### config.mk
export PLATFORM = sky130hd
export DESIGN_NAME = peach_motion
export DESIGN_NICKNAME = d
export VERILOG_FILES = /design/src/rtl/peach_pkg.sv /design/src/rtl/peach_motion_frame_tick.sv /design/src/rtl/peach_motion.sv
export SDC_FILE = /design/constraint.sdc
export NUM_CORES = 1
export LEC_CHECK = 0
export CAP_MARGIN = 25
export CORE_MARGIN = 2
export CORE_UTILIZATION = 52
export DETAILED_ROUTE_END_ITERATION = 8
export PLACE_DENSITY = 0.82
export SLEW_MARGIN = 10
export SYNTH_ARGS = -nofsm -noshare
export SYNTH_HDL_FRONTEND = slang
export SYNTH_SLANG_ARGS = --single-unit
### constraint.sdc
create_clock -name vga_clk -period 4 [get_ports vga_clk]
set_clock_uncertainty 0.2 [all_clocks]
set_input_delay 1.2 -clock vga_clk [delete_from_list [all_inputs] [get_ports vga_clk]]
set_output_delay 1.2 -clock vga_clk [all_outputs]
set_load 0.02 [all_outputs]
### src/rtl/peach_pkg.sv
// Shared types and constants for the Peach sprite motion controller.
// Pure declarations; no state, so no latency or backpressure of its own.
package peach_pkg;

    typedef enum logic [1:0] {
        UP    = 2'd0,
        DOWN  = 2'd1,
        LEFT  = 2'd2,
        RIGHT = 2'd3
    } dir_t;

    typedef enum logic [1:0] {
        IDLE  = 2'd0,
        QUERY = 2'd1,
        MOVE  = 2'd2
    } motion_state_t;

    localparam int TILE_PX   = 20;
    localparam int GRID_COLS = 32;
    localparam int GRID_ROWS = 24;
    localparam int SPRITE_W  = 20;
    localparam int SPRITE_H  = 25;

    localparam logic [7:0] KEY_W = 8'h1A;
    localparam logic [7:0] KEY_A = 8'h04;
    localparam logic [7:0] KEY_S = 8'h16;
    localparam logic [7:0] KEY_D = 8'h07;

    typedef struct packed {
        logic vld;
        dir_t dir;
    } key_t;

    function automatic key_t decode_key(input logic [7:0] kc);
        key_t k;
        k.vld = 1'b1;
        k.dir = DOWN;
        case (kc)
            KEY_W:   k.dir = UP;
            KEY_S:   k.dir = DOWN;
            KEY_A:   k.dir = LEFT;
            KEY_D:   k.dir = RIGHT;
            default: k.vld = 1'b0;
        endcase
        return k;
    endfunction

endpackage

### src/rtl/peach_motion_frame_tick.sv
// One-cycle tick per frame from the falling edge of the registered vsync.
// Latency: tick is high the cycle after the registered vsync drops; no backpressure.
module frame_tick (
    input  logic clk,
    input  logic rst_n,
    input  logic vsync,
    output logic tick
);

    logic vsync_q;
    logic vsync_prev_q;

    // Reset low so a vsync that is already high after reset never fakes an edge.
    always_ff @(posedge clk or negedge rst_n) begin
        if (!rst_n) begin
            vsync_q      <= 1'b0;
            vsync_prev_q <= 1'b0;
        end else begin
            vsync_q      <= vsync;
            vsync_prev_q <= vsync_q;
        end
    end

    assign tick = vsync_prev_q & ~vsync_q;

endmodule

### src/rtl/peach_motion.sv
// Tile-by-tile sprite mover with wall lookup, plus registered sprite-relative pixel offsets.
// Latency: pixel outputs 1 cycle; decisions on frame tick +1, wall answer +1; no backpressure.
module peach_motion
    import peach_pkg::*;
#(
    parameter int START_COL = 1,
    parameter int START_ROW = 1,
    parameter int STEP_PX   = 2
) (
    input  logic        vga_clk,
    input  logic        reset_n,
    input  logic        vsync,
    input  logic [7:0]  keycode,
    input  logic [9:0]  DrawX,
    input  logic [9:0]  DrawY,
    output logic [4:0]  query_col,
    output logic [4:0]  query_row,
    input  logic        query_wall,
    output logic [19:0] Sprite_dx,
    output logic [19:0] Sprite_dy,
    output logic        sprite_on,
    output logic [1:0]  facing,
    output logic        moving,
    output logic [4:0]  tile_col,
    output logic [4:0]  tile_row
);

    localparam logic [9:0] STEP    = 10'(STEP_PX);
    localparam logic [4:0] N_LAST  = 5'(TILE_PX / STEP_PX - 1);
    localparam logic [9:0] START_X = 10'(START_COL * TILE_PX);
    localparam logic [9:0] START_Y = 10'(START_ROW * TILE_PX);

    logic tick;

    frame_tick u_frame_tick (
        .clk   (vga_clk),
        .rst_n (reset_n),
        .vsync (vsync),
        .tick  (tick)
    );

    motion_state_t state_q, state_d;
    dir_t          facing_q, facing_d;
    logic [4:0]    tile_col_q, tile_col_d, tile_row_q, tile_row_d;
    logic [4:0]    query_col_q, query_col_d, query_row_q, query_row_d;
    logic [9:0]    pos_x_q, pos_x_d, pos_y_q, pos_y_d;
    logic [4:0]    step_cnt_q, step_cnt_d;
    logic          moving_q, moving_d;
    logic [19:0]   sprite_dx_q, sprite_dx_d, sprite_dy_q, sprite_dy_d;
    logic          sprite_on_q, sprite_on_d;

    key_t       key;
    logic       tgt_ok;
    logic [4:0] tgt_col, tgt_row;
    logic [10:0] dx, dy;
    logic       pix_on;

    always_comb begin
        key     = decode_key(keycode);
        tgt_ok  = 1'b0;
        tgt_col = tile_col_q;
        tgt_row = tile_row_q;
        case (key.dir)
            UP:    begin tgt_ok = (tile_row_q != 5'd0);               tgt_row = tile_row_q - 5'd1; end
            DOWN:  begin tgt_ok = (tile_row_q != 5'(GRID_ROWS - 1));  tgt_row = tile_row_q + 5'd1; end
            LEFT:  begin tgt_ok = (tile_col_q != 5'd0);               tgt_col = tile_col_q - 5'd1; end
            RIGHT: begin tgt_ok = (tile_col_q != 5'(GRID_COLS - 1));  tgt_col = tile_col_q + 5'd1; end
            default: tgt_ok = 1'b0;
        endcase
    end

    // The query registers double as the move target: they hold it through MOVE.
    always_comb begin
        state_d     = state_q;
        facing_d    = facing_q;
        tile_col_d  = tile_col_q;
        tile_row_d  = tile_row_q;
        query_col_d = query_col_q;
        query_row_d = query_row_q;
        pos_x_d     = pos_x_q;
        pos_y_d     = pos_y_q;
        step_cnt_d  = step_cnt_q;
        moving_d    = moving_q;
        case (state_q)
            IDLE: begin
                if (tick && key.vld) begin
                    facing_d = key.dir;
                    if (tgt_ok) begin
                        query_col_d = tgt_col;
                        query_row_d = tgt_row;
                        state_d     = QUERY;
                    end
                end
            end
            QUERY: begin
                if (query_wall) begin
                    state_d = IDLE;
                end else begin
                    state_d    = MOVE;
                    moving_d   = 1'b1;
                    step_cnt_d = 5'd0;
                end
            end
            MOVE: begin
                if (tick) begin
                    case (facing_q)
                        UP:      pos_y_d = pos_y_q - STEP;
                        DOWN:    pos_y_d = pos_y_q + STEP;
                        LEFT:    pos_x_d = pos_x_q - STEP;
                        default: pos_x_d = pos_x_q + STEP;
                    endcase
                    step_cnt_d = step_cnt_q + 5'd1;
                    if (step_cnt_q == N_LAST) begin
                        tile_col_d = query_col_q;
                        tile_row_d = query_row_q;
                        step_cnt_d = 5'd0;
                        moving_d   = 1'b0;
                        state_d    = IDLE;
                    end
                end
            end
            default: state_d = IDLE;
        endcase
    end

    // A negative offset shows up as bit 10 set, which rejects it before the range test.
    always_comb begin
        dx          = {1'b0, DrawX} - {1'b0, pos_x_q};
        dy          = {1'b0, DrawY} - {1'b0, pos_y_q};
        pix_on      = !dx[10] && (dx[9:0] < 10'(SPRITE_W)) &&
                      !dy[10] && (dy[9:0] < 10'(SPRITE_H));
        sprite_on_d = pix_on;
        sprite_dx_d = pix_on ? 20'(dx[9:0]) : 20'd0;
        sprite_dy_d = pix_on ? 20'(dy[9:0]) : 20'd0;
    end

    always_ff @(posedge vga_clk or negedge reset_n) begin
        if (!reset_n) begin
            state_q     <= IDLE;
            facing_q    <= DOWN;
            tile_col_q  <= 5'(START_COL);
            tile_row_q  <= 5'(START_ROW);
            query_col_q <= 5'd0;
            query_row_q <= 5'd0;
            pos_x_q     <= START_X;
            pos_y_q     <= START_Y;
            step_cnt_q  <= 5'd0;
            moving_q    <= 1'b0;
            sprite_dx_q <= 20'd0;
            sprite_dy_q <= 20'd0;
            sprite_on_q <= 1'b0;
        end else begin
            state_q     <= state_d;
            facing_q    <= facing_d;
            tile_col_q  <= tile_col_d;
            tile_row_q  <= tile_row_d;
            query_col_q <= query_col_d;
            query_row_q <= query_row_d;
            pos_x_q     <= pos_x_d;
            pos_y_q     <= pos_y_d;
            step_cnt_q  <= step_cnt_d;
            moving_q    <= moving_d;
            sprite_dx_q <= sprite_dx_d;
            sprite_dy_q <= sprite_dy_d;
            sprite_on_q <= sprite_on_d;
        end
    end

    assign query_col = query_col_q;
    assign query_row = query_row_q;
    assign Sprite_dx = sprite_dx_q;
    assign Sprite_dy = sprite_dy_q;
    assign sprite_on = sprite_on_q;
    assign facing    = facing_q;
    assign moving    = moving_q;
    assign tile_col  = tile_col_q;
    assign tile_row  = tile_row_q;

endmodule

== Word level (Yosys, flattened, before mapping) ==
Index checks and enable logic that the tools add are counted.
Storage, ports and cells
  bits in registers: 73
  latch bits: 0
  RAM bits: 0
  bits in read-only memories: 0
  input bits: 32
  word-level logic and storage cells: 96
  memories kept: 0
Operators by class
  $add $sub $neg: 11
  multipliers: 0
  div/mod/pow operators: 0
  $lt $le $gt $ge: 2
  equal/unequal tests: 19
  shift operators: 0
  multiplexer cells: 23
  bitwise logic cells: 3
  reductions and logical operators: 23
Operators by type and width (count)
  $pmux 10 s2: 2
  $pmux 5 s2: 3
  $sub 10x10->11: 2
  $add 10x2->10 const B: 2
  $lt 10x5->1 const B: 2
  $mux 10: 2
  $sub 10x2->10 const B: 2
  $eq 8x3->1 const B: 2
  $eq 8x5->1 const B: 2
  $add 5x1->5 const B: 3
  $mux 5: 3
  $reduce_and 3->1: 5
  $pmux 2 s3: 2
  $mux 2: 5
  $ne 2x2->1 const B: 5
  $ne 5x5->1 const B: 2
  $reduce_bool 5->1: 2
  $sub 5x1->5 const B: 2
  $eq 2x2->1 const B: 4
  $reduce_and 4->1: 2
  $eq 2x1->1 const B: 3
  $logic_not 2->1: 3
  $eq 5x4->1 const B: 1
  $logic_and 1x1->1: 4
  other kinds (10): 16

== Depth between registers and ports, before layout ==
  depth after elaboration: 7
  mapped depth: 14
  depth with buffers taken out: 13

== Modules after synthesis ==
From an unflattened synthesis, not the netlist that was laid out.
Second synthesis, totals
  cells, all modules: 478
  area, all modules: 4712.0 um^2
Modules (own cells, without submodules)
  peach_motion: instances 1, cells each 475, area an instance 4648.2 um^2
  frame_tick: instances 1, cells each 3, area an instance 63.8 um^2

== Least setup slack after synthesis ==
No wires, ideal clock.
  path type: in2reg
  from: in DrawY[1]
  to: reg sprite_dx_q[2], in the netlist Sprite_dx[2]
  arrival time: 3.571 ns
  data required time: 3.733 ns
  slack: 0.162 ns
  cell stages on the path: 12
  cells stage by stage: inv_1 ha_1 inv_1 fa_1 a21o_1 a2111oi_2 nor2_1 a2111oi_2 o2111ai_1 a2111oi_2 buf_4 and3b_1
Between the ends
  cells in the longest elaborated chain, start to end: 5
  elaborated cells on any way between the ends: 6
RTL lines
  from (decl): line peach_motion.sv:15  | input logic [9:0] DrawY,
  $sub 10x10->11 (*): line peach_motion.sv:129  | dy = {1'b0, DrawY} - {1'b0, pos_y_q};
  branches (longest 2 deep; another with $lt 10x5->1)
  $logic_and 1x1->1 (*): line peach_motion.sv:131  | !dy[10] && (dy[9:0] < 10'(SPRITE_H));
  $mux 10 (*): line peach_motion.sv:133  | sprite_dx_d = pix_on ? 20'(dx[9:0]) : 20'd0;
  via sprite_dx_d[2]: line peach_motion.sv:49  | logic [19:0] sprite_dx_q, sprite_dx_d, sprite_dy_q, sprite_dy_d;
  to (signal assigned): line peach_motion.sv:163  | sprite_dx_q <= sprite_dx_d;
  to (decl): line peach_motion.sv:49
Mark *: on every way through the listed nets, which the timed path passes.
A chain may end at the register's enable or synchronous reset.

== Final worst setup path ==
  from: in DrawX[1]
  to: reg sprite_dx_q[1], in the netlist Sprite_dx[1]
Between the ends
  cells in the longest elaborated chain, start to end: 6
  elaborated cells on any way between the ends: 7
RTL lines
  from (decl): line peach_motion.sv:14  | input logic [9:0] DrawX,
  $sub 10x10->11 (*): line peach_motion.sv:128  | dx = {1'b0, DrawX} - {1'b0, pos_x_q};
  $lt 10x5->1 / $logic_not 1->1 (equally long branches): line peach_motion.sv:130  | pix_on = !dx[10] && (dx[9:0] < 10'(SPRITE_W)) &&
  $logic_and 1x1->1 (2 in a row): line peach_motion.sv:130
  $logic_and 1x1->1: line peach_motion.sv:131
  $mux 10 (*): line peach_motion.sv:133
  via sprite_dx_d[1]: line peach_motion.sv:49
Mark *: on every way through the listed nets, which the timed path passes. The rest lies on a longest branch.

==> run summary <==
Die Ht - 98.8 um
slowest stage cell, crit path - clkdlybuf4s50_1
max_cap viols - 0
Layout area overhead - 24.5%
largest net degree at the start of global routing - 72
row count - 34
startpoint types - input port
Mapped Cells - 494
H-tree levels - 3
Synth top area share - 0.343
Setup CP Type - in2reg
worst-margin pin slew - 0.886 ns
Final Wtd Congestion - 0.906
WP buf/inv - 3
final setup violating endpoints - 0
Initial DRC Count - 131
average wire per standard cell - 14.0 um
ant diodes - 0
maximum fanout along the worst path - 6
Slew Viols, Final - 0
Filler Cells Inserted - 689
CTS tree - done
Synth Flop Type - dfrtp_1
asr flop ratio synth - 1.00
cts bufs inserted - 9
Final ANT Viol Nets - 0
GR Overflow Total - 0
Core Area - 8720 um^2
count leader, synth - dfrtp_1
CP Cell Sequence - clkdlybuf4s50_1 > inv_1 > ha_1 > fa_1 > nor2b_1 > o31ai_1 > a211oi_1 > xnor2_1 > nand2_1 > a2111oi_2 > buf_4 > and3b_1
DR pass1 iterations - 6
Die ar. - 9760 um^2
post-placement cell count - 694
clock latency on the worst-skew pair - 0.35 ns
hold slack - 0.175 ns
CP endpoint kind - register
Post-synth top cells - dfrtp_1, nand2_1, ha_1
Total Power - 2790 uW
die width - 98.8 um
crit-path leading delay family - compound AO/OA/AOI/OAI gates
Ys Warns - 0
number of global-route vias before repair - 3734
dpl cell area - 5610 um^2
outcome - finished clean
initial antenna violation count - 0
endpoints failing hold - 0
area leader, netlist - dfrtp_1
final period utilization - 0.943
VDD IR-drop max - 0.236 mV
Pwr Density - 479 nW/um^2
post-layout instance area - 5820 um^2
Total Routing Usage GR - 0.207
initial core utilization - 0.536
Post-Route WL - 9.93 mm
layout cells sized above 1 - 0.111
Leak - 0.00272 uW
post-DP HPWL - 7.38 mm
Syn Area/Cell - 9.46 um^2
dominant cells by area after synthesis - dfrtp_1, ha_1, o21ai_0
EDFF count, synth - 0
CP max stage delay - 0.45 ns
DRC viols - 0
via count - 3793
CTS Sinks - 71
first-pass GRT wire length - 16.6 mm
CTS Buffer Depth - 2
fin crit period - 3.77 ns
fmax - 0.265 GHz
root buf cell - clkbuf_8
RSZ-0062 raised after global routing - no
boundary pin count - 96
register area share after synthesis - 0.382
hold_buf cts - 0
Port Buffers - 75
worst endpoint data arrival time - 3.85 ns
Final #Nets - 676
final instance count without filler cells - 711
Reg clk slew, reported paths - 0.08 ns
Vias/cell - 5.33
reg-to-reg slack, setup - 0.74 ns
mapped cell area - 4670 um^2
FF+latch count, synth - 71
Min-Delay Path Class - reg2reg
Max-slew headroom - 0.409
Critical Path RT - 4.08 ns
count of cell types in the netlist - 56
-- cells by family after synthesis --
family | count (synthesis) | share of synthesized area
flops | 71 | 0.382
buf+inv | 67 | 0.0715
fa+ha+maj | 46 | 0.133
compound gates | 117 | 0.159
simple gates | 141 | 0.151
other cells | 1 | 0.000803
xor+xnor | 36 | 0.0675
mux | 15 | 0.0351
-- what timing repair did --
action | in CTS | in global routing
setup buffers | 0 | 0
resized for setup | 1 | 8
pin swaps | 1 | 7
gates cloned | 1 | 0
endpoints found under the setup margin | 11 | 11
-- power breakdown --
part	leakage [uW]	total, uW	switching [uW]	internal, uW
logic	0.00173	1340	715	629
clock network	0.0000906	516	287	229
registers	0.000903	928	96.9	832
total	0.00272	2790	1100	1690
-- layout make-up --
cell class | count | area, um^2 | share of cell area
inverters | 36 | 135 | 0.0232
flip-flops and latches | 71 | 1790 | 0.307
well taps | 108 | 135 | 0.0232
repair buffers | 95 | 898 | 0.154
clock buffers | 10 | 128 | 0.0219
multi-input cells | 385 | 2690 | 0.462
clock inverters | 6 | 45.0 | 0.00775
-- worst paths after layout --
path                                      startpoint                         to  cells past startpoint
worst min-delay path            u_frame_tick.vsync_q  u_frame_tick.vsync_prev_q                      0
min in group asynchronous                    reset_n               Sprite_dy[9]                      2
worst max-delay path                        DrawX[1]               Sprite_dx[1]                     12
max in group asynchronous                    reset_n               Sprite_dy[6]                      2
worst max register to register            pos_y_q[1]               Sprite_dx[1]                     11
worst min register to register  u_frame_tick.vsync_q  u_frame_tick.vsync_prev_q                      0
-- state kept, by name (all words and copies together) (netlist names) --
register and cells:
state_q 2, facing 2, u_frame_tick.vsync_q 1, query_row 5, tile_col 5, tile_row 5
sprite_on 1, step_cnt_q 5, query_col 5, pos_y_q 9, moving 1, Sprite_dy 10
Sprite_dx 10, pos_x_q 9, u_frame_tick.vsync_prev_q 1
-- metal layers --
| layer | vias to the layer above | track usage | wire length (um) | part of all wire |
|---|---|---|---|---|
| met5 | - | 0 | 0 | 0 |
| met2 | 115 | 0.343 | 4830 | 0.49 |
| met1 | 1776 | 0.263 | 4310 | 0.43 |
| met3 | 18 | 0.0504 | 613 | 0.062 |
| li1 | 1884 | - | - | - |
| met4 | 0 | 0.0780 | 187 | 0.019 |
-- cells in the final DEF, fill, tap and decap left out, types with 9 or more instances in the layout --
cell	Yosys	final
inv_1	36	35
xor2_1	14	14
nand2_1	48	48
clkdlybuf4s50_1	0	72
conb_1	1	30
a21oi_1	27	27
xnor2_1	22	22
o21ai_0	39	39
mux2_2	11	11
buf_4	21	19
nor2_1	31	30
dfrtp_1	64	64
nand2b_1	9	9
ha_1	40	39
clkbuf_8	0	9
a21o_1	13	13
-- metrics by stage --
stage	util	setup TNS (ns)	setup WS, ns
6_report	0.667	0	0.226
4_1_cts	0.663	0	0.00163
5_1_grt	0.667	0	0.0376
2_1_floorplan	-	0	0.162
3_5_place_dp	0.643	-4.46	-0.419
3_3_place_gp	0.643	-3.36	-0.312
No activity file was read; power rests on OpenSTA's default activity.
